### config.mk
export PLATFORM = sky130hd
export DESIGN_NAME = conv1d_pe_engine
export DESIGN_NICKNAME = d
export VERILOG_FILES = /design/src/rtl/conv1d_pe_engine.sv
export SDC_FILE = /design/constraint.sdc
export NUM_CORES = 1
export LEC_CHECK = 0
export CELL_PAD_IN_SITES_DETAIL_PLACEMENT = 0
export CELL_PAD_IN_SITES_GLOBAL_PLACEMENT = 2
export CORE_MARGIN = 2
export CORE_UTILIZATION = 41
export DETAILED_ROUTE_END_ITERATION = 7
export DONT_BUFFER_PORTS = 1
export PLACE_DENSITY_LB_ADDON = 0.1
export SYNTH_ARGS = -nofsm -noshare
export SYNTH_HDL_FRONTEND = slang
export SYNTH_SLANG_ARGS = --single-unit
export TNS_END_PERCENT = 100
### constraint.sdc
create_clock -name clk -period 16.3 [get_ports clk]
set_input_delay 4.89 -clock clk [delete_from_list [all_inputs] [get_ports clk]]
set_output_delay 4.89 -clock clk [all_outputs]
set_load 0.02 [all_outputs]
### src/rtl/conv1d_pe_engine.sv
// Single-PE 1-D convolution engine: streams ifmap/filter taps through a MAC,
// optionally accumulates onto the existing psum, and writes saturated results.
module conv1d_pe_engine #(
  parameter int DATA_WIDTH        = 16,
  parameter int IFMAP_ADDR_WIDTH  = 5,
  parameter int FILTER_ADDR_WIDTH = 4,
  parameter int PSUM_ADDR_WIDTH   = 5,
  parameter int STRIDE_WIDTH      = 2,
  parameter int FILTER_SIZE_WIDTH = 4,
  parameter int IFMAP_SIZE_WIDTH  = 4,
  parameter int NF_WIDTH          = 2
) (
  input  logic                         clk,
  input  logic                         rst,
  input  logic                         Start,
  input  logic [STRIDE_WIDTH-1:0]      stride,
  input  logic [FILTER_SIZE_WIDTH-1:0] filter_size,
  input  logic [IFMAP_SIZE_WIDTH-1:0]  ifmap_size,
  input  logic [NF_WIDTH-1:0]          num_filters,
  input  logic                         accumulate,
  output logic [IFMAP_ADDR_WIDTH-1:0]  ifmap_addr,
  output logic [FILTER_ADDR_WIDTH-1:0] filter_addr,
  input  logic [DATA_WIDTH-1:0]        ifmap_data,
  input  logic [DATA_WIDTH-1:0]        filter_data,
  output logic [PSUM_ADDR_WIDTH-1:0]   psum_addr,
  input  logic [DATA_WIDTH-1:0]        psum_rdata,
  output logic [DATA_WIDTH-1:0]        psum_wdata,
  output logic                         psum_we,
  output logic                         busy,
  output logic                         Done,
  output logic                         err
);

  localparam int ACC_W = 2*DATA_WIDTH + 4;
  localparam int OUT_W = IFMAP_SIZE_WIDTH + 1;

  localparam logic signed [ACC_W-1:0] SAT_MAX =
    {{(ACC_W-DATA_WIDTH+1){1'b0}}, {(DATA_WIDTH-1){1'b1}}};
  localparam logic signed [ACC_W-1:0] SAT_MIN =
    {{(ACC_W-DATA_WIDTH+1){1'b1}}, {(DATA_WIDTH-1){1'b0}}};

  typedef enum logic [2:0] {
    S_IDLE, S_CHECK, S_READ, S_MAC, S_PSRD, S_PSADD, S_WRITE, S_DONE
  } state_t;

  state_t state;

  logic [STRIDE_WIDTH-1:0]      s_r;
  logic [FILTER_SIZE_WIDTH-1:0] f_r;
  logic [IFMAP_SIZE_WIDTH-1:0]  isz_r;
  logic [NF_WIDTH-1:0]          nf_r;
  logic                         acc_mode;
  logic [OUT_W-1:0]             out_r;

  logic [FILTER_SIZE_WIDTH-1:0] i_cnt;
  logic [OUT_W-1:0]             j_cnt;
  logic [NF_WIDTH-1:0]          k_cnt;
  logic signed [ACC_W-1:0]      acc;

  logic                         cfg_bad;
  logic [IFMAP_SIZE_WIDTH-1:0]  diff_n;
  logic [IFMAP_SIZE_WIDTH-1:0]  quot_n;
  logic                         tap_last, out_last, filt_last;
  logic [OUT_W-1:0]             j_nxt;
  logic [NF_WIDTH-1:0]          k_nxt;
  logic [IFMAP_ADDR_WIDTH-1:0]  tap_ifmap, nxt_ifmap;
  logic [FILTER_ADDR_WIDTH-1:0] tap_filter, nxt_filter;
  logic [PSUM_ADDR_WIDTH-1:0]   psum_calc;
  logic signed [2*DATA_WIDTH-1:0] prod;
  logic signed [ACC_W-1:0]      addend, acc_sum;
  logic [DATA_WIDTH-1:0]        sat_val;

  // Address arithmetic runs in the port width: the low bits of a sum or
  // product depend only on the low bits of its operands, so this equals
  // computing at full width and truncating.
  always_comb begin
    // NOTE: every always_comb output gets a default first so no latch can be inferred.
    cfg_bad    = 1'b0;
    diff_n     = '0;
    quot_n     = '0;
    cfg_bad    = (f_r == '0) || (s_r == '0) || (nf_r == '0) ||
                 (OUT_W'(f_r) > OUT_W'(isz_r));
    diff_n     = isz_r - IFMAP_SIZE_WIDTH'(f_r);
    if (s_r != '0) quot_n = diff_n / IFMAP_SIZE_WIDTH'(s_r);

    tap_last   = (i_cnt == f_r - FILTER_SIZE_WIDTH'(1));
    out_last   = (j_cnt == out_r - OUT_W'(1));
    filt_last  = (k_cnt == nf_r - NF_WIDTH'(1));
    j_nxt      = out_last ? '0 : j_cnt + OUT_W'(1);
    k_nxt      = out_last ? k_cnt + NF_WIDTH'(1) : k_cnt;

    tap_ifmap  = IFMAP_ADDR_WIDTH'(j_cnt) * IFMAP_ADDR_WIDTH'(s_r)
               + IFMAP_ADDR_WIDTH'(i_cnt) + IFMAP_ADDR_WIDTH'(1);
    tap_filter = FILTER_ADDR_WIDTH'(k_cnt) * FILTER_ADDR_WIDTH'(f_r)
               + FILTER_ADDR_WIDTH'(i_cnt) + FILTER_ADDR_WIDTH'(1);
    nxt_ifmap  = IFMAP_ADDR_WIDTH'(j_nxt) * IFMAP_ADDR_WIDTH'(s_r);
    nxt_filter = FILTER_ADDR_WIDTH'(k_nxt) * FILTER_ADDR_WIDTH'(f_r);
    psum_calc  = PSUM_ADDR_WIDTH'(k_cnt) * PSUM_ADDR_WIDTH'(out_r)
               + PSUM_ADDR_WIDTH'(j_cnt);

    prod       = (2*DATA_WIDTH)'($signed(ifmap_data)) *
                 (2*DATA_WIDTH)'($signed(filter_data));
    addend     = (state == S_PSADD) ? ACC_W'($signed(psum_rdata)) : ACC_W'(prod);
    acc_sum    = acc + addend;

    if (acc_sum > SAT_MAX)      sat_val = {1'b0, {(DATA_WIDTH-1){1'b1}}};
    else if (acc_sum < SAT_MIN) sat_val = {1'b1, {(DATA_WIDTH-1){1'b0}}};
    else                        sat_val = acc_sum[DATA_WIDTH-1:0];
  end

  // All outputs are registered and loaded on the transition into the state
  // that presents them, so each is stable for that state's whole cycle.
  always_ff @(posedge clk) begin
    if (rst) begin
      state       <= S_IDLE;
      s_r         <= '0;
      f_r         <= '0;
      isz_r       <= '0;
      nf_r        <= '0;
      acc_mode    <= 1'b0;
      out_r       <= '0;
      i_cnt       <= '0;
      j_cnt       <= '0;
      k_cnt       <= '0;
      acc         <= '0;
      ifmap_addr  <= '0;
      filter_addr <= '0;
      psum_addr   <= '0;
      psum_wdata  <= '0;
      psum_we     <= 1'b0;
      busy        <= 1'b0;
      Done        <= 1'b0;
      err         <= 1'b0;
    end else begin
      // NOTE: sequential state uses non-blocking assignments only; these defaults make pulses one cycle long.
      psum_we <= 1'b0;
      Done    <= 1'b0;
      case (state)
        S_IDLE: begin
          if (Start) begin
            state    <= S_CHECK;
            busy     <= 1'b1;
            s_r      <= stride;
            f_r      <= filter_size;
            isz_r    <= ifmap_size;
            nf_r     <= num_filters;
            acc_mode <= accumulate;
          end
        end
        S_CHECK: begin
          i_cnt <= '0;
          j_cnt <= '0;
          k_cnt <= '0;
          acc   <= '0;
          if (cfg_bad) begin
            state <= S_DONE;
            Done  <= 1'b1;
            err   <= 1'b1;
          end else begin
            state       <= S_READ;
            err         <= 1'b0;
            out_r       <= OUT_W'(quot_n) + OUT_W'(1);
            ifmap_addr  <= '0;
            filter_addr <= '0;
          end
        end
        S_READ: state <= S_MAC;
        S_MAC: begin
          acc <= acc_sum;
          if (!tap_last) begin
            state       <= S_READ;
            i_cnt       <= i_cnt + FILTER_SIZE_WIDTH'(1);
            ifmap_addr  <= tap_ifmap;
            filter_addr <= tap_filter;
          end else if (acc_mode) begin
            state     <= S_PSRD;
            psum_addr <= psum_calc;
          end else begin
            state      <= S_WRITE;
            psum_addr  <= psum_calc;
            psum_wdata <= sat_val;
            psum_we    <= 1'b1;
          end
        end
        S_PSRD: state <= S_PSADD;
        S_PSADD: begin
          state      <= S_WRITE;
          acc        <= acc_sum;
          psum_wdata <= sat_val;
          psum_we    <= 1'b1;
        end
        S_WRITE: begin
          acc   <= '0;
          i_cnt <= '0;
          j_cnt <= j_nxt;
          k_cnt <= k_nxt;
          if (out_last && filt_last) begin
            state <= S_DONE;
            Done  <= 1'b1;
            err   <= 1'b0;
          end else begin
            state       <= S_READ;
            ifmap_addr  <= nxt_ifmap;
            filter_addr <= nxt_filter;
          end
        end
        S_DONE: begin
          state <= S_IDLE;
          busy  <= 1'b0;
          err   <= 1'b0;
        end
        default: state <= S_IDLE;
      endcase
    end
  end

endmodule

After elaboration in Yosys (flattened, before gate mapping). Cells that the tools add are included.

Bits in registers: 102. Input port bits: 64. Output and inout bits: 34. Logic and storage cells: 125.

Add/subtract/negate cells: 14. $mul: 6. Divide/modulo/power cells: 1. Order comparisons: 3. Eq/ne operators: 17. Muxes and demuxes: 38. Bitwise logic cells: 1. Reductions and logical operators: 26.

Operator list (count): $pmux W36 S2 (1); $mux W16 (4); $add A36 B36 Y36 (1); $gt A36 B16 Y1 const B (1); $lt A36 B16 Y1 const B (1); $mux W36 (1); $mul A16 B16 Y32 (1); $pmux W16 S2 (1); $pmux W3 S8 (1); $mux W4 (5); $mux W5 (4); $pmux W5 S3 (1); $ne A2 B2 Y1 const B (7); $eq A3 B3 Y1 const B (4); $mux W3 (4); $pmux W4 S3 (1); $reduce_and A2 Y1 (6); $reduce_bool A2 Y1 (6); $add A5 B1 Y5 const B (2); $mul A5 B2 Y5 (2); $pmux W5 S2 (1); $add A4 B1 Y4 const B (2); $mul A2 B4 Y4 (2); $pmux W4 S2 (1); other kinds (32) (46).

Longest topological paths before layout.
Depth in word-level cells: 9. Depth in mapped cells: 39. Mapped depth without buffers: 37.

Worst setup path before layout. No wires, ideal clock.

Path type: input to register. Start point: input filter_data[15]. End point: register psum_wdata[5]. Setup time: 0.086 ns. Arrival: 13.516 ns. Data required time: 16.214 ns. Path slack: 2.698 ns. Cell stages on the path: 34. Path buffers: 2. Path through: inv_1 clkbuf_1 nor2_1 fa_1 fa_1 fa_1 fa_1 fa_1 inv_1 fa_1 inv_1 ha_1 or3_1 o211ai_1 o21ai_0 o311ai_0 a21boi_0 o211a_1 o21a_1 o21a_1 o31ai_1 ha_1 a21o_1 a21oi_1 nor2_1 nor2_1 o21ai_0 a21oi_1 xor2_1 or4_1 nor4_4 clkbuf_2 o21ai_0 a211oi_1.

Word-level cells in the longest chain between the ends: 9. Elaborated cells between the ends (all ways): 10. Classes of those cells: 1 x add/sub; 1 x mul; 2 x order compare; 6 x mux.

RTL lines: from (decl) (line 24) `input logic [DATA_WIDTH-1:0] filter_data,`; $mul A16 B16 Y32 (*) (line 101) `prod = (2*DATA_WIDTH)'($signed(ifmap_data)) *`; $mux W36 (*) (line 103) `addend = (state == S_PSADD) ? ACC_W'($signed(psum_rdata)) : ACC_W'(prod);`; $add A36 B36 Y36 (*) (line 104) `acc_sum = acc + addend;`; $lt A36 B16 Y1 (line 107) `else if (acc_sum < SAT_MIN) sat_val = {1'b1, {(DATA_WIDTH-1){1'b0}}};`; $mux W16 (line 107); $mux W16 (*) (line 106) `if (acc_sum > SAT_MAX) sat_val = {1'b0, {(DATA_WIDTH-1){1'b1}}};`; $mux W16 (line 175) `end else if (acc_mode) begin`; $mux W16 (line 170) `if (!tap_last) begin`; $pmux W16 S2 (*) (line 138) `case (state)`; to (signal assigned) (line 181) `psum_wdata <= sat_val;`; to (signal assigned) (line 189) `psum_wdata <= sat_val;`; to (decl) (line 27) `output logic [DATA_WIDTH-1:0] psum_wdata,`.

Every way passes the cells marked *; elsewhere a longest branch is shown, timed or not. The select of a mux whose other input is x is not followed. A chain may end at the register's enable or synchronous reset.

Final worst setup path.
Start point: input filter_data[15]. End point: register psum_wdata[9].

The elaborated chain is that of the path after synthesis.

==> summary.md <==
| Metric | Value |
|---|---|
| Status | `finished clean` |
| Vias per std cell | `5.120` |
| Hold path start | `isz_r[0]$_SDFFE_PP0P_` |
| YS warnings | `0` |
| Slowest cell on crit path | `nor4_4` |
| Clock skew | `0.01103 ns` |
| Crit path max-delay family | `adder cells` |
| Kind of critical path | `primary input to flop` |
| Mapped cell area | `17,840 µm²` |
| Cell taking the most area after synthesis | `fa_1` |
| Hold Path Cell Cnt | `2` |
| Final Max Tran Viols | `0` |
| CTS sink cnt | `102` |
| Die area | `45,190 µm²` |
| Max clock buf depth | `2` |
| Final #Nets | `2,568` |
| CP Launch Type | `primary input` |
| Post-route setup slack | `1.947 ns` |
| Hold path endpoint | `isz_r[0]$_SDFFE_PP0P_` |
| Clock latency on the worst-skew pair | `0.36 ns` |
| Via count | `13,640` |
| Synth top area cells | `fa_1 31%, dfxtp_1 11%, ha_1 11%` |
| PostCTS Resize Cnt | `0` |
| Yosys top cell area share | `31.09%` |
| Worst-path clk slew | `0.08 ns` |
| Clock buffer count from CTS | `9` |
| Routed WL | `47.75 mm` |
| H-tree level count | `3` |
| GP Congestion | `0.8767` |
| Top_reg_cell synth | `dfxtp_1` |
| R2R Setup Slk | `10.06 ns` |
| Tot GR Track Use | `22.75%` |
| CP dominant cell by count | `fa_1` |
| Total grt overflow | `0` |
| Chip height | `212.6 µm` |
| Reg2reg start | `state[0]$_SDFFE_PP0P_` |
| Area grow syn2layout | `4.279%` |
| IO Count | `98` |
| Root buffer selected by CTS | `clkbuf_16` |
| Vias in the first global route | `14,480` |
| Die W | `212.6 µm` |
| Post-synth EDFFs | `0` |
| Share of cells above drive strength 1 | `2.212%` |
| Most common cell after layout, fill and taps aside | `inv_1` |
| Mean Syn Cell Area | `8.327 µm²` |
| Register area | `2042 µm²` |
| Initial core utilization | `41.50%` |
| Number of synthesized register bits | `102` |
| R2R cell count | `15` |
| Worst setup EP type | `flop` |
| Reg2Reg Capture Point | `psum_wdata[4]$_SDFFE_PP0P_` |
| Wire length per cell | `17.92 µm` |
| Max Cap Violations | `0` |
| Final instance area | `18,600 µm²` |
| Synth Net Count | `2,635` |
| # setup viols final | `0` |
| Seq/Total Area, Yosys | `11.45%` |
| RSZ-0062 raised after global routing | `no` |
| Setup TNS | `0 ns` |
| Core Footprint | `42,980 µm²` |
| Synth cell types | `76` |
| Fin crit share | `88.06%` |
| Final hold vios | `0` |
| Dpl hpwl | `39.33 mm` |
| Post-synth ARST share | `0%` |
| Critical-path maximum fanout | `14` |
| Critical Path RT | `16.58 ns` |
| Drt first-iter violations | `650` |
| Relative slew slack | `38.35%` |
| Final min period | `14.35 ns` |
| F_max | `0.06967 GHz` |
| Worst-Margin Slew | `0.9220 ns` |
| DRT Pass-1 Iters | `5` |
| Antenna Nets Post-Route | `0` |
| Ant diodes | `0` |
| Most frequent cells in the layout | `377 x inv_1, 277 x fa_1, 237 x nand2_1` |
| Area after DPL | `18,320 µm²` |
| Area occupied by multi-input gates | `14,070 µm²` |
| CP max stage delay | `0.81 ns` |
| CTS tree | `done` |
| FP Rows | `76` |
| Critical Path AT | `14.63 ns` |
| PortBufs | `0` |
| Hold-fix buffers at CTS | `0` |
| Maximum number of pins on one net before global-route repair | `101` |
| Fill cell count | `4,388` |
| First-pass GRT wire length | `80.36 mm` |
| Initial antenna violation count | `0` |
| Hold Crit Class | `flop to flop` |
| DRC Markers | `0` |
| CP Buf/Inv Count | `3` |
| Post-CTS Setup Inserts | `0` |
| Hold slack final | `0.4509 ns` |
| Placement Setup Slack | `1.483 ns` |
| Synthesized instance count | `2,142` |
-- sequential cells by signal (all words and copies together) (netlist names) --
register	flops
err	1
Done	1
psum_wdata	16
ifmap_addr	5
filter_addr	4
psum_addr	5
isz_r	4
acc_mode	1
f_r	4
psum_we	1
i_cnt	4
nf_r	2
k_cnt	2
j_cnt	5
acc	36
s_r	2
busy	1
state	3
out_r	5
-- Yosys cell counts (25+ instances only) --
library cell,n
dfxtp_1,102
inv_1,377
a21oi_1,99
xor2_1,33
fa_1,277
nand2_1,237
a211oi_1,30
xnor2_1,73
and2_1,130
clkbuf_1,74
a22oi_1,36
ha_1,152
nor3_1,25
o21ai_0,68
a21o_1,29
nor2_1,172
-- per-stage QoR --
| stage | instances | utilization [%] |
|---|---|---|
| 2_1_floorplan | 2142 | - |
| 3_3_place_gp | 2649 | 42.63 |
| 3_5_place_dp | 2649 | 42.63 |
| 4_1_cts | 2665 | 43.28 |
| 5_1_grt | 2665 | 43.28 |
| 6_report | 2665 | 43.28 |
-- layer usage --
layer / track usage [%] / vias to the layer above / part of all wire, %
li1: - / 6683 / -
met1: 30.19 / 6695 / 45
met2: 40.03 / 228 / 50
met3: 2.555 / 38 / 3.4
met4: 4.582 / 0 / 1.4
met5: 0 / - / 0
-- worst max path at each step --
stage	startpoint	endpoint	slack, ns	depth (start not counted)
2_1_floorplan	filter_data[15]	psum_wdata[5]$_SDFFE_PP0P_	2.70	34
3_3_place_gp	filter_data[15]	psum_wdata[6]$_SDFFE_PP0P_	1.64	32
3_5_place_dp	filter_data[15]	psum_wdata[9]$_SDFFE_PP0P_	1.48	32
4_1_cts	filter_data[15]	psum_wdata[9]$_SDFFE_PP0P_	1.81	32
5_1_grt	filter_data[15]	psum_wdata[3]$_SDFFE_PP0P_	1.15	32
6_report	filter_data[15]	psum_wdata[9]$_SDFFE_PP0P_	1.95	32
-- worst register-to-register path, cell delays in order, from the launching register on --
cell and delay, ns:
dfxtp_1 0.68, nand3b_1 0.76, nor2_1 0.39, nor2_1 0.12
ha_1 0.35, a21oi_1 0.24, o21bai_1 0.13, a211oi_1 0.77
nand2_1 0.15, xnor2_1 0.36, nand3_1 0.11, or4b_1 0.53
nand4b_1 0.19, or4_4 0.44, o32ai_4 0.69, a211oi_1 0.18
-- cell type report --
type                            count  area share [%]
Inverter                          377           7.608
Clock inverter                      6          0.2556
Multi-Input combinational cell   1577           75.67
Tap cell                          585           3.935
Clock buffer                       10           1.231
Timing Repair Buffer                8          0.3229
Sequential cell                   102           10.98
-- kinds of logic (layout without fill, tap and decap cells) --
logic type / Yosys count / after routing / share of synthesized area (%)
AOI/OAI and AO/OA: 360 / 360 / 13.23
xor gates and xnor gates: 106 / 106 / 5.205
adders and majority gates: 430 / 430 / 41.81
buffers and inverters: 463 / 401 / 9.827
DFF: 102 / 102 / 11.45
muxes: 12 / 12 / 0.6874
and+or+nand+nor: 669 / 669 / 17.80
Power is not shown: default switching activity piles up to over one toggle a cycle in this logic, so the estimate is an artifact.
